File: config.mk
export PLATFORM = sky130hd
export DESIGN_NAME = cpu_trace_buffer
export DESIGN_NICKNAME = d
export VERILOG_FILES = /design/src/rtl/cpu_trace_buffer.sv
export SDC_FILE = /design/constraint.sdc
export NUM_CORES = 1
export LEC_CHECK = 0
export ABC_AREA = 1
export CORE_UTILIZATION = 25
export CTS_CLUSTER_DIAMETER = 150
export CTS_CLUSTER_SIZE = 24
export DETAILED_ROUTE_END_ITERATION = 7
export PLACE_DENSITY_LB_ADDON = 0.3
export SETUP_SLACK_MARGIN = 0.05
export SKIP_LAST_GASP = 1
export SYNTH_ARGS = -nofsm -noshare
export SYNTH_HDL_FRONTEND = slang
export SYNTH_SLANG_ARGS = --single-unit
File: constraint.sdc
create_clock -name clk -period 27.4 [get_ports clk]
set_clock_uncertainty 0.1 [all_clocks]
set_input_delay 5.48 -clock clk [delete_from_list [all_inputs] [get_ports clk]]
set_output_delay 5.48 -clock clk [all_outputs]
set_load 0.05 [all_outputs]
File: src/rtl/cpu_trace_buffer.sv
// Retirement trace capture FIFO: records {pc, instr, alu, zero} whenever the
// sampled PC changes, and presents entries show-ahead through valid/ready.
module cpu_trace_buffer #(
    parameter int DEPTH = 16,
    parameter int PTR_W = 4
) (
    input  logic             clk,
    input  logic             reset,
    input  logic             cap_en,
    input  logic [31:0]      pc_in,
    input  logic [31:0]      instr_in,
    input  logic [31:0]      alu_in,
    input  logic             zero_in,
    output logic             out_valid,
    input  logic             out_ready,
    output logic [31:0]      out_pc,
    output logic [31:0]      out_instr,
    output logic [31:0]      out_alu,
    output logic             out_zero,
    output logic [PTR_W:0]   count,
    output logic             full,
    output logic             empty,
    output logic [15:0]      drop_cnt
);

    localparam logic [PTR_W:0] FULL_CNT = (PTR_W + 1)'(DEPTH);

    logic [96:0]      mem_q [DEPTH];
    logic [PTR_W-1:0] rd_ptr_q, rd_ptr_d;
    logic [PTR_W-1:0] wr_ptr_q, wr_ptr_d;
    logic [PTR_W:0]   count_q, count_d;
    logic [15:0]      drop_q, drop_d;
    logic [31:0]      last_pc_q, last_pc_d;
    logic             have_last_q, have_last_d;
    logic             cand, push, pop, drop;
    logic [96:0]      head;

    assign full      = (count_q == FULL_CNT);
    assign empty     = (count_q == '0);
    assign count     = count_q;
    assign drop_cnt  = drop_q;
    assign out_valid = !empty;

    assign head      = mem_q[rd_ptr_q];
    assign out_pc    = head[96:65];
    assign out_instr = head[64:33];
    assign out_alu   = head[32:1];
    assign out_zero  = head[0];

    // First sample after enable (or reset) is always captured.
    assign cand = cap_en && (!have_last_q || (pc_in != last_pc_q));
    assign pop  = out_valid && out_ready;
    assign push = cand && (!full || pop);
    assign drop = cand && full && !pop;

    always_comb begin
        rd_ptr_d    = rd_ptr_q;
        wr_ptr_d    = wr_ptr_q;
        count_d     = count_q;
        drop_d      = drop_q;
        last_pc_d   = last_pc_q;
        have_last_d = 1'b0;
        if (pop) begin
            rd_ptr_d = rd_ptr_q + 1'b1;
        end
        if (push) begin
            wr_ptr_d = wr_ptr_q + 1'b1;
        end
        if (push && !pop) begin
            count_d = count_q + 1'b1;
        end else if (pop && !push) begin
            count_d = count_q - 1'b1;
        end
        if (drop && (drop_q != 16'hFFFF)) begin
            drop_d = drop_q + 16'd1;
        end
        if (cap_en) begin
            last_pc_d   = pc_in;
            have_last_d = 1'b1;
        end
    end

    always_ff @(posedge clk) begin
        if (reset) begin
            rd_ptr_q    <= '0;
            wr_ptr_q    <= '0;
            count_q     <= '0;
            drop_q      <= '0;
            last_pc_q   <= '0;
            have_last_q <= 1'b0;
        end else begin
            rd_ptr_q    <= rd_ptr_d;
            wr_ptr_q    <= wr_ptr_d;
            count_q     <= count_d;
            drop_q      <= drop_d;
            last_pc_q   <= last_pc_d;
            have_last_q <= have_last_d;
        end
    end

    // Storage is not reset; a write is suppressed while reset is asserted.
    always_ff @(posedge clk) begin
        if (push && !reset) begin
            mem_q[wr_ptr_q] <= {pc_in, instr_in, alu_in, zero_in};
        end
    end

endmodule
==> impl_metrics.tcl <==
set metrics [dict create \
    status "finished, final reports clean" \
    final.period_utilization 0.492 \
    cts_setup_buffers 0 \
    initial_utilization 0.252 \
    flip_flop_and_latch_count_after_synthesis 1618 \
    synthesis.yosys.warnings 0 \
    final_net_count 4802 \
    category_of_the_most_critical_setup_path "reg -> out" \
    share_of_total_power_consumed_by_net_switching 0.331 \
    dr.pass1.iters 5 \
    port_buffers 221 \
    met2RoutedLength_mm 82.2 \
    setup_total_negative_slack_ps 0 \
    min_cycle_time_layout_ps 13480 \
    power_frac_seq 0.495 \
    setup_viol_count_final 0 \
    cts_tree "yes" \
    async_reset_ff_frac 0 \
    drt-total-wl_mm 179 \
    syn_nets 4722 \
    end_kind "output pin" \
    yosysMostFrequentCell "sky130_fd_sc_hd__edfxtp_1" \
    hold_path_depth 1 \
    synth.avg_cell_area_sq_um 14.1 \
    cts.sinks 1618 \
    postCtsResizedCells 0 \
    timing.critical_path.from_type "flip-flop" \
    final_antenna_net_count 0 \
    mappedNetlistArea_sq_um 65000 \
    post_synth_inst_count 4610 \
    switching_power_mw 1.85 \
    detailedPlacementHpwl_mm 89.3 \
    routed-via-count 37400 \
    hold-worst-slack_ps 377 \
    route.detailed.wl_per_inst_microns 22.1 \
    p_per_area_nw_per_um2 77.0 \
    synth_top_cells_by_area "sky130_fd_sc_hd__edfxtp_1 72%, sky130_fd_sc_hd__mux2i_1 6.0%, sky130_fd_sc_hd__o211ai_1 4.5%" \
    synth_top_area_frac 0.717 \
    rsz0062_at_grt "false" \
    dieWidth_microns 512 \
    cts-htree-levels 3 \
    drive_gt1_frac 0.0412 \
    globalRoute.totalOverflow 0 \
    hold_buffers 0 \
    routed_via_density 4.61 \
    cell_internal_pwr_mw 3.75 \
    worst_slew_pin_slew_ps 1210 \
    cts_root_buf "sky130_fd_sc_hd__clkbuf_16" \
    tritoncts.num_buffers 77 \
    power.share.combinational 0.274 \
    synth_ff_type "sky130_fd_sc_hd__edfxtp_1" \
    synthDistinctLibCells 35 \
    crit_required_ps 21820 \
    maximum_number_of_pins_on_one_net_before_global_route_repair 207 \
    yosysSeqAreaShare 0.737 \
    gp_congestion 0.718 \
    die_height_microns 512 \
    maxUsedRoutingLayer "met5" \
    leakage_nw 23.4 \
    fp-row-count 186 \
    synth.cells.most_frequent "1,552 x sky130_fd_sc_hd__edfxtp_1, 480 x sky130_fd_sc_hd__inv_1, 440 x sky130_fd_sc_hd__o21ai_0" \
    hold_path.class "reg -> reg" \
    antenna_violations_before_repair 30 \
    wl_met1_mm 85.5 \
    design.die.area_sq_um 262000 \
    worstRegToRegCells 13 \
    final-max-slew-violation-count 0 \
    design.portCount 222 \
    wl_met3_mm 8.33 \
    max_fo_critical_path 103 \
    grt_pass1_wl_mm 257 \
    hold_violations 0 \
    max-slew-margin-rel 0.191 \
    synth_enable_flop_cells 1552 \
    total_global_routing_track_utilization 0.133 \
    p_clk_frac 0.232 \
    arrival_time_at_the_worst_endpoint_ps 7900 \
    number_of_global_route_vias_before_repair 36300 \
    drc_violation_count_after_routing 0 \
    yosysTopAreaCell "sky130_fd_sc_hd__edfxtp_1" \
    first_iter_violations 3364 \
    clk-insertion-delay-late_ps 720 \
    drv_cap 0 \
    cts_buffer_depth 3 \
    synth_to_final_area_change_pct 12.0 \
    core_region_area_sq_um 258000 \
    peakVddDrop_mv 0.0692 \
    max_freq_mhz 74.2 \
    clk_pin_slew_ps 100 \
]
placed cells by master, fill, tap and decap left out, drive strengths merged:
cell / n
xnor2: 3
nor2: 93
inv: 489
nand3: 170
a31oi: 1
a21o: 1
clkbuf: 94
clkinv: 2
nand4: 5
edfxtp: 1552
a211oi: 1
xor2: 5
fa: 1
o21ai: 488
nor4: 2
nand2: 212
o211ai: 388
ha: 10
nor3: 14
mux2i: 388
a21oi: 432
buf: 74
clkdlybuf4s50: 220
dfxtp: 66
diode: 3
through the flow:
stage                     cell area, sq um  power, mW  instances  setup slack (ps)  utilization
after floorplan                      65000       3.90       4610             13740            -
after global placement               70800       4.38       7995             14600        0.275
after detailed placement             70800       4.38       7995             14560        0.275
after CTS                            72800       5.68       8095             13700        0.283
after global routing                 72800       5.86       8097             13280        0.283
final                                72800       5.61       8098             13920        0.283
path summary, 6_finish.rpt:
check                 from            end  slack (ps)
max              flip-flop    out_alu[16]       13920
min            rd_ptr_q[2]      flip-flop         380
max reg2reg  last_pc_q[28]  mem_q[12][45]       22940
min reg2reg    rd_ptr_q[2]      flip-flop         380
logic make-up (layout without fill, tap and decap cells):
| family | count (synthesis) | after routing | synth area share |
|---|---|---|---|
| buf+inv | 778 | 879 | 0.0506 |
| other cells | 0 | 3 | 0 |
| fa+ha+maj | 11 | 11 | 0.00223 |
| mux | 388 | 388 | 0.0597 |
| flops | 1618 | 1618 | 0.737 |
| compound gates | 1311 | 1311 | 0.116 |
| simple gates | 496 | 496 | 0.0335 |
| xor+xnor | 8 | 8 | 0.00108 |
routing by layer:
metal,up-vias,GRT usage
met5,-,0
met4,12,0.0263
met3,169,0.0188
met2,840,0.213
met1,19200,0.191
li1,17200,-
power by group through the flow:
stage / combinational [mW] / sequential [mW] / clock [mW]
floorplan: 1.08 / 2.82 / 0
global route: 1.67 / 2.78 / 1.41
CTS: 1.56 / 2.77 / 1.35
finish: 1.54 / 2.77 / 1.30
global placement: 1.55 / 2.83 / 0
detailed placement: 1.55 / 2.83 / 0
state kept, by name, indices dropped and copies added (netlist names), named ones only:
register / flops
have_last_q: 1
wr_ptr_q: 4
last_pc_q: 32
rd_ptr_q: 4
count: 5
mem_q: 1552
drop_cnt: 16
layout make-up:
| cell class | count | area [sq um] |
|---|---|---|
| clock inverter | 6 | 67.6 |
| sequential | 1618 | 47900 |
| clock buffer | 94 | 2020 |
| tap | 3384 | 4230 |
| fill | 26000 | 185000 |
| timing repair buffer | 294 | 2830 |
| antenna | 3 | 7.51 |
| inverter | 485 | 1840 |
| multi-input combinational | 2214 | 13900 |
worst max-delay path, stage by stage, from the launching register on:
cell                              delay, ps
sky130_fd_sc_hd__dfxtp_4                900
sky130_fd_sc_hd__buf_4                  940
sky130_fd_sc_hd__buf_4                  820
sky130_fd_sc_hd__buf_4                  800
sky130_fd_sc_hd__buf_4                  940
sky130_fd_sc_hd__buf_4                 1030
sky130_fd_sc_hd__mux2i_1                170
sky130_fd_sc_hd__o211ai_1               200
sky130_fd_sc_hd__o211ai_1               140
sky130_fd_sc_hd__nand2_1                200
sky130_fd_sc_hd__clkdlybuf4s50_1        820
Power figures use the tool's default switching activity.
